<file path="src/rtl/cu_param.sv">
// cu_param: multi-cycle control unit for the 8-bit Harvard CPU with parametrised data width and GPR count.
// Define CU_ILLEGAL_TRAP_EN to halt on undefined opcodes instead of executing them as NOP.
module cu_param #(
    parameter int DATA_W  = 8,
    parameter int NUM_GPR = 8
) (
    input  logic              clk,
    input  logic              rst_n,
    output logic [7:0]        addr_program,
    input  logic [7:0]        data_program,
    output logic [7:0]        mem_addr,
    output logic [DATA_W-1:0] mem_wdata,
    input  logic [DATA_W-1:0] mem_rdata,
    output logic              mem_we,
    output logic              mem_re,
    input  logic              mem_ready,
    output logic [7:0]        alu_op,
    output logic [DATA_W-1:0] alu_a,
    output logic [DATA_W-1:0] alu_b,
    input  logic [DATA_W-1:0] alu_result,
    output logic              halted
);
    localparam int IW = $clog2(NUM_GPR);
`ifdef CU_ILLEGAL_TRAP_EN
    localparam bit TRAP = 1'b1;
`else
    localparam bit TRAP = 1'b0;
`endif

    typedef enum logic [2:0] {FETCH, DECODE, OP1, OP2, ALU, MEM, RETIRE, HALT} state_t;

    state_t            state, state_n;
    logic [7:0]        pc, cir, op1;
    logic [IW-1:0]     op2;
    logic [DATA_W-1:0] gpr [NUM_GPR];
    logic [DATA_W-1:0] jb_shift;
    logic              known, jump;

    assign addr_program = pc;
    assign halted       = (state == HALT);
    assign known        = cir inside {8'h00, 8'h01, 8'h02, 8'h03, 8'h04, 8'h05, 8'h06,
                                      8'h07, 8'h08, 8'h09, 8'h12, 8'hFF};
    // Bit positions beyond the register width shift in zeros and so read as 0.
    assign jb_shift     = gpr[op1[IW-1:0]] >> op1[6:4];
    assign jump         = (cir == 8'h08) ? jb_shift[0] : !jb_shift[0];

    always_ff @(posedge clk or negedge rst_n)
        if (!rst_n) state <= FETCH;
        else        state <= state_n;

    always_comb begin
        state_n = state;
        case (state)
            FETCH:   state_n = DECODE;
            DECODE:  state_n = (cir == 8'h00 || cir == 8'h12) ? RETIRE :
                               (cir == 8'hFF) ? HALT : known ? OP1 : TRAP ? HALT : RETIRE;
            OP1:     state_n = (cir == 8'h07) ? FETCH :
                               (cir == 8'h01 || cir == 8'h02) ? ALU :
                               (cir == 8'h03) ? RETIRE : OP2;
            OP2:     state_n = (cir == 8'h04 || cir == 8'h05) ? MEM :
                               ((cir == 8'h08 || cir == 8'h09) && jump) ? FETCH : RETIRE;
            ALU:     state_n = RETIRE;
            MEM:     state_n = mem_ready ? RETIRE : MEM;
            RETIRE:  state_n = FETCH;
            default: state_n = HALT;
        endcase
    end

    always_ff @(posedge clk or negedge rst_n) begin
        if (!rst_n) begin
            pc        <= '0;
            cir       <= '0;
            op1       <= '0;
            op2       <= '0;
            mem_addr  <= '0;
            mem_wdata <= '0;
            mem_we    <= 1'b0;
            mem_re    <= 1'b0;
            alu_op    <= '0;
            alu_a     <= '0;
            alu_b     <= '0;
            for (int i = 0; i < NUM_GPR; i++) gpr[i] <= '0;
        end else begin
            case (state)
                FETCH: cir <= data_program;
                DECODE: begin
                    if (cir == 8'h12) gpr[0] <= '0;
                    if (state_n == OP1) pc <= pc + 8'd1;
                end
                OP1: begin
                    op1 <= data_program;
                    case (cir)
                        8'h07: pc <= data_program;
                        8'h01, 8'h02: begin
                            alu_op <= cir;
                            alu_a  <= gpr[0];
                            alu_b  <= gpr[data_program[IW-1:0]];
                        end
                        8'h03: gpr[data_program[IW-1:0]] <= gpr[data_program[4+:IW]];
                        default: pc <= pc + 8'd1;
                    endcase
                end
                OP2: begin
                    op2 <= data_program[IW-1:0];
                    case (cir)
                        8'h06: gpr[data_program[IW-1:0]] <= DATA_W'(op1);
                        8'h04: begin
                            mem_addr  <= data_program;
                            mem_wdata <= gpr[op1[IW-1:0]];
                            mem_we    <= 1'b1;
                        end
                        8'h05: begin
                            mem_addr <= op1;
                            mem_re   <= 1'b1;
                        end
                        default: if (jump) pc <= data_program;
                    endcase
                end
                ALU: begin
                    gpr[0] <= alu_result;
                    alu_op <= '0;
                end
                MEM: if (mem_ready) begin
                    if (mem_re) gpr[op2] <= mem_rdata;
                    mem_we <= 1'b0;
                    mem_re <= 1'b0;
                end
                RETIRE: pc <= pc + 8'd1;
                default: ;
            endcase
        end
    end
endmodule

</file>
<file path="config.mk">
export PLATFORM = sky130hd
export DESIGN_NAME = cu_param
export DESIGN_NICKNAME = d
export VERILOG_FILES = /design/src/rtl/cu_param.sv
export SDC_FILE = /design/constraint.sdc
export NUM_CORES = 1
export LEC_CHECK = 0
export CAP_MARGIN = 20
export CELL_PAD_IN_SITES_DETAIL_PLACEMENT = 1
export CELL_PAD_IN_SITES_GLOBAL_PLACEMENT = 2
export CORE_MARGIN = 3
export CORE_UTILIZATION = 33
export DETAILED_ROUTE_END_ITERATION = 8
export PLACE_DENSITY = 0.72
export SYNTH_ARGS = -nofsm -noshare
export SYNTH_HDL_FRONTEND = slang
export SYNTH_SLANG_ARGS = --single-unit
</file>
<file path="constraint.sdc">
create_clock -name clk -period 5.5 [get_ports clk]
set_clock_uncertainty 0.15 [all_clocks]
set_input_delay 0.55 -clock clk [delete_from_list [all_inputs] [get_ports clk]]
set_output_delay 0.55 -clock clk [all_outputs]
set_load 0.005 [all_outputs]
</file>
==> flow_metrics.tcl, run 1 <==
set metrics [dict create \
    ys_ff_latch 136 \
    vdd_ir_drop_max_v 0.0002253 \
    synth_async_sr_flop_share_pct 100.0 \
    synth_compound_area_share_pct 21.67 \
    grt_usage_pct 27.01 \
    drt_iter0_markers 928 \
    fin_tns_setup_ns 0 \
    outcome "complete, but fails checks" \
    ys_top_cells_by_count "mux2i_1, a21oi_1, dfrtp_1" \
    crit_start "op1[0]" \
    finalWirelength_um 40970 \
    worst_pin_slew_ns 1.131 \
    cts.repair.resized 0 \
    dp_hpwl_um 27590 \
    crit_fanout 25 \
    yosys_warnings 0 \
    cp.required_ns 5.68 \
    synthSimpleGateAreaFrac_pct 13.02 \
    hold_violations 3 \
    synth_top_family_by_area "multiplexers" \
    path_cells "buf_4, mux2i_1, a22oi_1, nand2_1, o32ai_1, nor4_2, mux2i_2, nand2_4, mux2_4" \
    pwr-share-comb_pct 51.3 \
    ioPinCount 78 \
    dieWidth_um 174.2 \
    timing.rr.start "op1[0]" \
    dp_cells 1419 \
    min_period_over_period_pct 71.61 \
    cts_setup_buffers 0 \
    placementRows 60 \
    synthXorXnorAreaFrac_pct 0.09386 \
    synth_most_common_cell "mux2i_1" \
    crit_path_top_delay_cell "dfrtp_2" \
    vias_per_cell 6.213 \
    gp_congestion 0.8774 \
    sw_frac_of_total_pct 48.93 \
    grt_pass1_wl_um 62260 \
    synth_area_leaders "dfrtp_1, mux2i_1, a21oi_1, mux4_2, o22ai_1" \
    grt_pass1_vias 9200 \
    path_clk_slew_ns 0.07 \
    place_area_sq_um 10500 \
    yosysTopAreaCellShare_pct 36.47 \
    p_total_mw 6.903 \
    leakage_nw 4.661 \
    num_vias 9022 \
    end_kind "flip-flop" \
    slew_violations 0 \
    p_per_area_nw_per_um2 622.5 \
    syn-num-nets 1062 \
    cts-buffers-inserted 17 \
    cts_root_buf "clkbuf_16" \
    diodes 0 \
    stdcell_count 1452 \
    rsz0062_at_grt "false" \
    final_util_pct 40.47 \
    path_buf_inv 1 \
    critPathMaxStageDelay_ns 0.70 \
    avgRoutedWirePerCell_um 28.22 \
    die_height_um 174.2 \
    yosysTopAreaCell "dfrtp_1" \
    cp-start-kind "flip-flop" \
    grt_overflow_total 0 \
    synth_mux_area_share_pct 23.88 \
    clockBufferDepth 2 \
    area_growth_syn_to_layout_pct 18.84 \
    violations "hold timing" \
    worst-setup-path-type "flip-flop to flip-flop" \
    clock.fmax_mhz 253.9 \
    hp-class "input pin to asynchronous set/reset pin" \
    post-route-drc-count 0 \
    antenna_found_initial 0 \
    design_area_sq_um 11090 \
    fin_crit_ns 3.939 \
    core_area_sq_um 27400 \
    crit_family "multiplexers" \
    power.share.sequential_pct 31.7 \
    layout.nets 1096 \
    h-tree-depth 4 \
    start_util_pct 34.05 \
    clock-sinks 136 \
    grt_max_degree 76 \
    p_sw_mw 3.378 \
    netlist-cell-type-count 54 \
    synth_cells 1033 \
    critical_path_arrival_ns 4.12 \
    clock_latency_ns 0.44 \
    cts_tree "done" \
    cts_hold_buf 0 \
    max_slew_margin_pct 24.37 \
    internal-power_mw 3.526 \
    synth_ff_type "dfrtp_1" \
    io_buffers 77 \
    syn-cell-area_sq_um 9331 \
    synthAdderAreaFrac_pct 0.2682 \
    holdWs_ns -0.006223 \
    drive_gt1_share_pct 12.96 \
    cap_violations 0 \
    synth_edf_count 0 \
    setup_viol_count_final 0 \
    syn_area_per_cell_sq_um 9.033 \
    drt_first_pass_iters 7 \
    die_area_sq_um 30330 \
    ant_nets 0 \
    clockPowerShare_pct 17.0 \
    ys_seq_area_share_pct 36.47 \
]
## power by group through the flow
stage	registers [mW]	logic (mW)	clock network, mW
floorplan	1.77	2.53	0
global placement	2.16	3.42	0
detailed placement	2.18	3.49	0
CTS	2.16	3.51	1.19
global route	2.26	3.84	1.23
finish	2.19	3.54	1.17
## path summary, 6_finish.rpt
check                      slack (ns)              end  depth (start not counted)
setup / recovery                 1.56  addr_program[0]                          9
hold / removal                 -0.006        alu_op[7]                          1
setup reg to reg                 1.56  addr_program[0]                          9
hold reg to reg                  0.32         alu_a[4]                          2
max in group asynchronous        4.17           op1[0]                          2
min in group clk                 0.32         alu_a[4]                          2
## cells by family after synthesis
| kind of cell | count (synthesis) |
|---|---|
| buf+inv | 106 |
| mux | 196 |
| flops | 136 |
| compound gates | 327 |
| xor+xnor | 1 |
| simple gates | 265 |
| fa+ha+maj | 2 |
## final cells by class
type,instances,area [sq um]
clock inverters,13,133.9
flip-flops and latches,136,3405
clock buffers,19,442.9
inverters,8,30.03
repair buffers,113,1050
well taps,372,465.4
multi-input cells,791,5563
fillers,3152,16310
## layout by cell type, fill, tap and decap left out, types with 3 or more instances in the layout
| master | instances |
|---|---|
| nand2_1 | 85 |
| inv_1 | 6 |
| o21ai_0 | 32 |
| nor3b_2 | 4 |
| clkinv_4 | 3 |
| clkdlybuf4s50_1 | 76 |
| dfrtp_1 | 135 |
| mux2_2 | 26 |
| nor2b_1 | 5 |
| nor3b_1 | 3 |
| nand3b_1 | 9 |
| a222oi_1 | 7 |
| nor2_1 | 91 |
| clkbuf_16 | 17 |
| or2_2 | 4 |
| mux2i_1 | 150 |
| a221oi_1 | 16 |
| a21oi_1 | 138 |
| buf_4 | 34 |
| nand3_1 | 12 |
| buf_6 | 3 |
| a32oi_1 | 3 |
| nor3_1 | 11 |
| a22oi_1 | 17 |
| nor2_2 | 6 |
| and2_1 | 3 |
| nand2b_1 | 3 |
| o2bb2ai_1 | 3 |
| mux4_2 | 18 |
| a22o_1 | 24 |
| a31oi_1 | 12 |
| inv_6 | 4 |
| and3_1 | 12 |
| nand4_1 | 5 |
| o22ai_1 | 60 |
## routing by layer
metal | global-route usage [%] | routed length, um
met1 | 36.31 | 17530
met2 | 43.45 | 19030
met3 | 4.849 | 2733
met4 | 10.19 | 1683
met5 | 0 | 0
## stage by stage
stage	hold slack [ns]	setup WS (ns)
after floorplan	0.1044	2.726
after global placement	0.3106	1.549
after detailed placement	0.3117	1.494
after CTS	0.02724	1.664
after global routing	0.05154	1.403
final	-0.006223	1.561
Note: power is estimated with default switching activity, not from simulation.
==> run 2, diff against run 1 <==
==> constraint.sdc (replaced) <==
create_clock -name clk -period 4 [get_ports clk]
set_clock_uncertainty 0.15 [all_clocks]
set_input_delay 0.4 -clock clk [delete_from_list [all_inputs] [get_ports clk]]
set_output_delay 0.4 -clock clk [all_outputs]
set_load 0.005 [all_outputs]
==> flow_metrics.tcl, run 2 (synthesis results as in run 1) <==
set metrics [dict create \
    outcome "finished, final reports clean" \
    final_cell_mix "mux2i_1, a21oi_1, dfrtp_1" \
    critPathMaxStageDelay_ns 0.80 \
    drt_first_pass_iters 6 \
    design_area_sq_um 11340 \
    clock_latency_ns 0.44 \
    cts_setup_buffers 0 \
    dieWidth_um 174.2 \
    p_sw_mw 4.693 \
    worst_pin_slew_ns 0.9520 \
    place_area_sq_um 10700 \
    cap_violations 0 \
    grtUsageMet3_pct 3.997 \
    reg2regPathDepth 8 \
    core_area_sq_um 27400 \
    hold_violations 0 \
    dp_hpwl_um 28630 \
    start_util_pct 34.05 \
    final_common_cell "mux2i_1" \
    grt_pass1_wl_um 61480 \
    cts_hold_buf 1 \
    cp.required_ns 4.17 \
    internal-power_mw 5.104 \
    cts.repair.resized 0 \
    hp-class "flip-flop to flip-flop" \
    timing.rr.start "op1[2]" \
    path_buf_inv 0 \
    power.share.sequential_pct 31.7 \
    grt_max_degree 91 \
    h-tree-depth 4 \
    grt_use_met2_pct 43.47 \
    crit_fanout 16 \
    pwr-share-comb_pct 50.9 \
    stdcell_count 1476 \
    area_growth_syn_to_layout_pct 21.55 \
    r2r_slack_ns 0.34 \
    critical_path_arrival_ns 3.83 \
    crit_path_top_delay_cell "dfrtp_1" \
    finalWirelength_um 40610 \
    grt_pass1_vias 9305 \
    setup.worst_path.end "addr_program[0]" \
    worst-setup-path-type "flip-flop to flip-flop" \
    regArea_sq_um 3405 \
    clock.fmax_mhz 273.0 \
    vias_per_cell 6.197 \
    max_slew_margin_pct 36.33 \
    end_kind "flip-flop" \
    clock-sinks 136 \
    crit_start "op1[2]" \
    use_met1_pct 35.46 \
    io_buffers 77 \
    layout.nets 1120 \
    multi_input_area_sq_um 5532 \
    sw_frac_of_total_pct 47.90 \
    reg2reg_to "addr_program[0]" \
    worst_slack_ns 0.3365 \
    die_height_um 174.2 \
    grt_usage_pct 26.60 \
    cp-start-kind "flip-flop" \
    num_vias 9147 \
    diodes 0 \
    path_clk_slew_ns 0.06 \
    crit_family "simple AND/OR/NAND/NOR gates" \
    path_cells "nor2b_1, a22oi_1, nand2_1, o22ai_1, nor4_2, mux2i_2, nand2_4, mux2_4" \
    gp_congestion 0.9307 \
    fillers 3144 \
    grt_overflow_total 0 \
    ioPinCount 78 \
    ant_nets 0 \
    leakage_nw 4.815 \
    dp_cells 1441 \
    grt_busiest_layer "met2" \
    pre_cts_ws_ns 0.3585 \
    cts_root_buf "clkbuf_16" \
    antenna_found_initial 0 \
    clockPowerShare_pct 17.5 \
    placementRows 60 \
    slew_violations 0 \
    rsz0062_at_grt "false" \
    fin_tns_setup_ns 0 \
    post-route-drc-count 0 \
    min_period_over_period_pct 91.59 \
    drt_iter0_markers 1084 \
    cts-buffers-inserted 17 \
    setup_viol_count_final 0 \
    clockBufferDepth 2 \
    crit_cells 8 \
    avgRoutedWirePerCell_um 27.51 \
    vdd_ir_drop_max_v 0.0002960 \
    fin_crit_ns 3.664 \
    cts_tree "done" \
    drive_gt1_share_pct 14.22 \
    p_per_area_nw_per_um2 863.8 \
    p_total_mw 9.797 \
    die_area_sq_um 30330 \
]
run 2: cell types whose count changed in the layout (fill, tap and decap cells not counted), moves of 2 or more:
cell and delta:
buf_4 +17, nor2_1 +6, buf_12 +5, nor2_2 -5, bufinv_16 +2, clkbuf_4 +2
run 2: per-layer routing:
layer	part of all wire [%]	vias to the layer above	wire length, um
met5	0	-	0
met4	3.8	0	1563
met3	6.5	90	2642
met2	47	407	18970
met1	43	4662	17430
li1	-	3988	-
run 2: per-stage QoR:
step	utilization, %	hold slack, ns
CTS	41.34	0.3345
global placement	39.00	0.3111
finish	41.39	0.3264
global route	41.39	0.3604
floorplan	-	-0.04559
detailed placement	39.04	0.3168
run 2: how the worst min path moves through the flow:
stage	startpoint	endpoint	slack (ns)	depth (start not counted)
floorplan	rst_n	asynchronous set/reset pin	-0.05	0
global placement	mem_addr[0]	mem_addr[0]	0.31	2
detailed placement	alu_a[4]	alu_a[4]	0.32	2
CTS	alu_a[4]	alu_a[4]	0.33	2
global route	alu_a[0]	alu_a[0]	0.36	2
finish	mem_addr[6]	mem_addr[6]	0.33	2
run 2: worst min-delay path: cells and delay by family, from the launching register on:
family / cells / cell delay, ns
flip-flops: 1 / 0.34
AND/OR/NAND/NOR: 1 / 0.04
AO/OA/AOI/OAI: 1 / 0.06
run 2: power by group through the flow:
stage          Sequential [mW]  Combinational [mW]  Clock (mW)
6_report                  3.10                4.98        1.71
5_1_grt                   3.16                5.45        1.80
4_1_cts                   3.06                4.94        1.74
3_5_place_dp              3.09                4.91           0
3_3_place_gp              3.07                4.79           0
2_1_floorplan             2.44                3.48           0
run 2: final cells by class:
class	instances	share of cell area [%]
clock inverters	15	1.710
clock buffers	17	3.751
multi-input cells	791	48.77
repair buffers	137	11.38
well taps	372	4.104
inverters	8	0.2648
flip-flops and latches	136	30.02
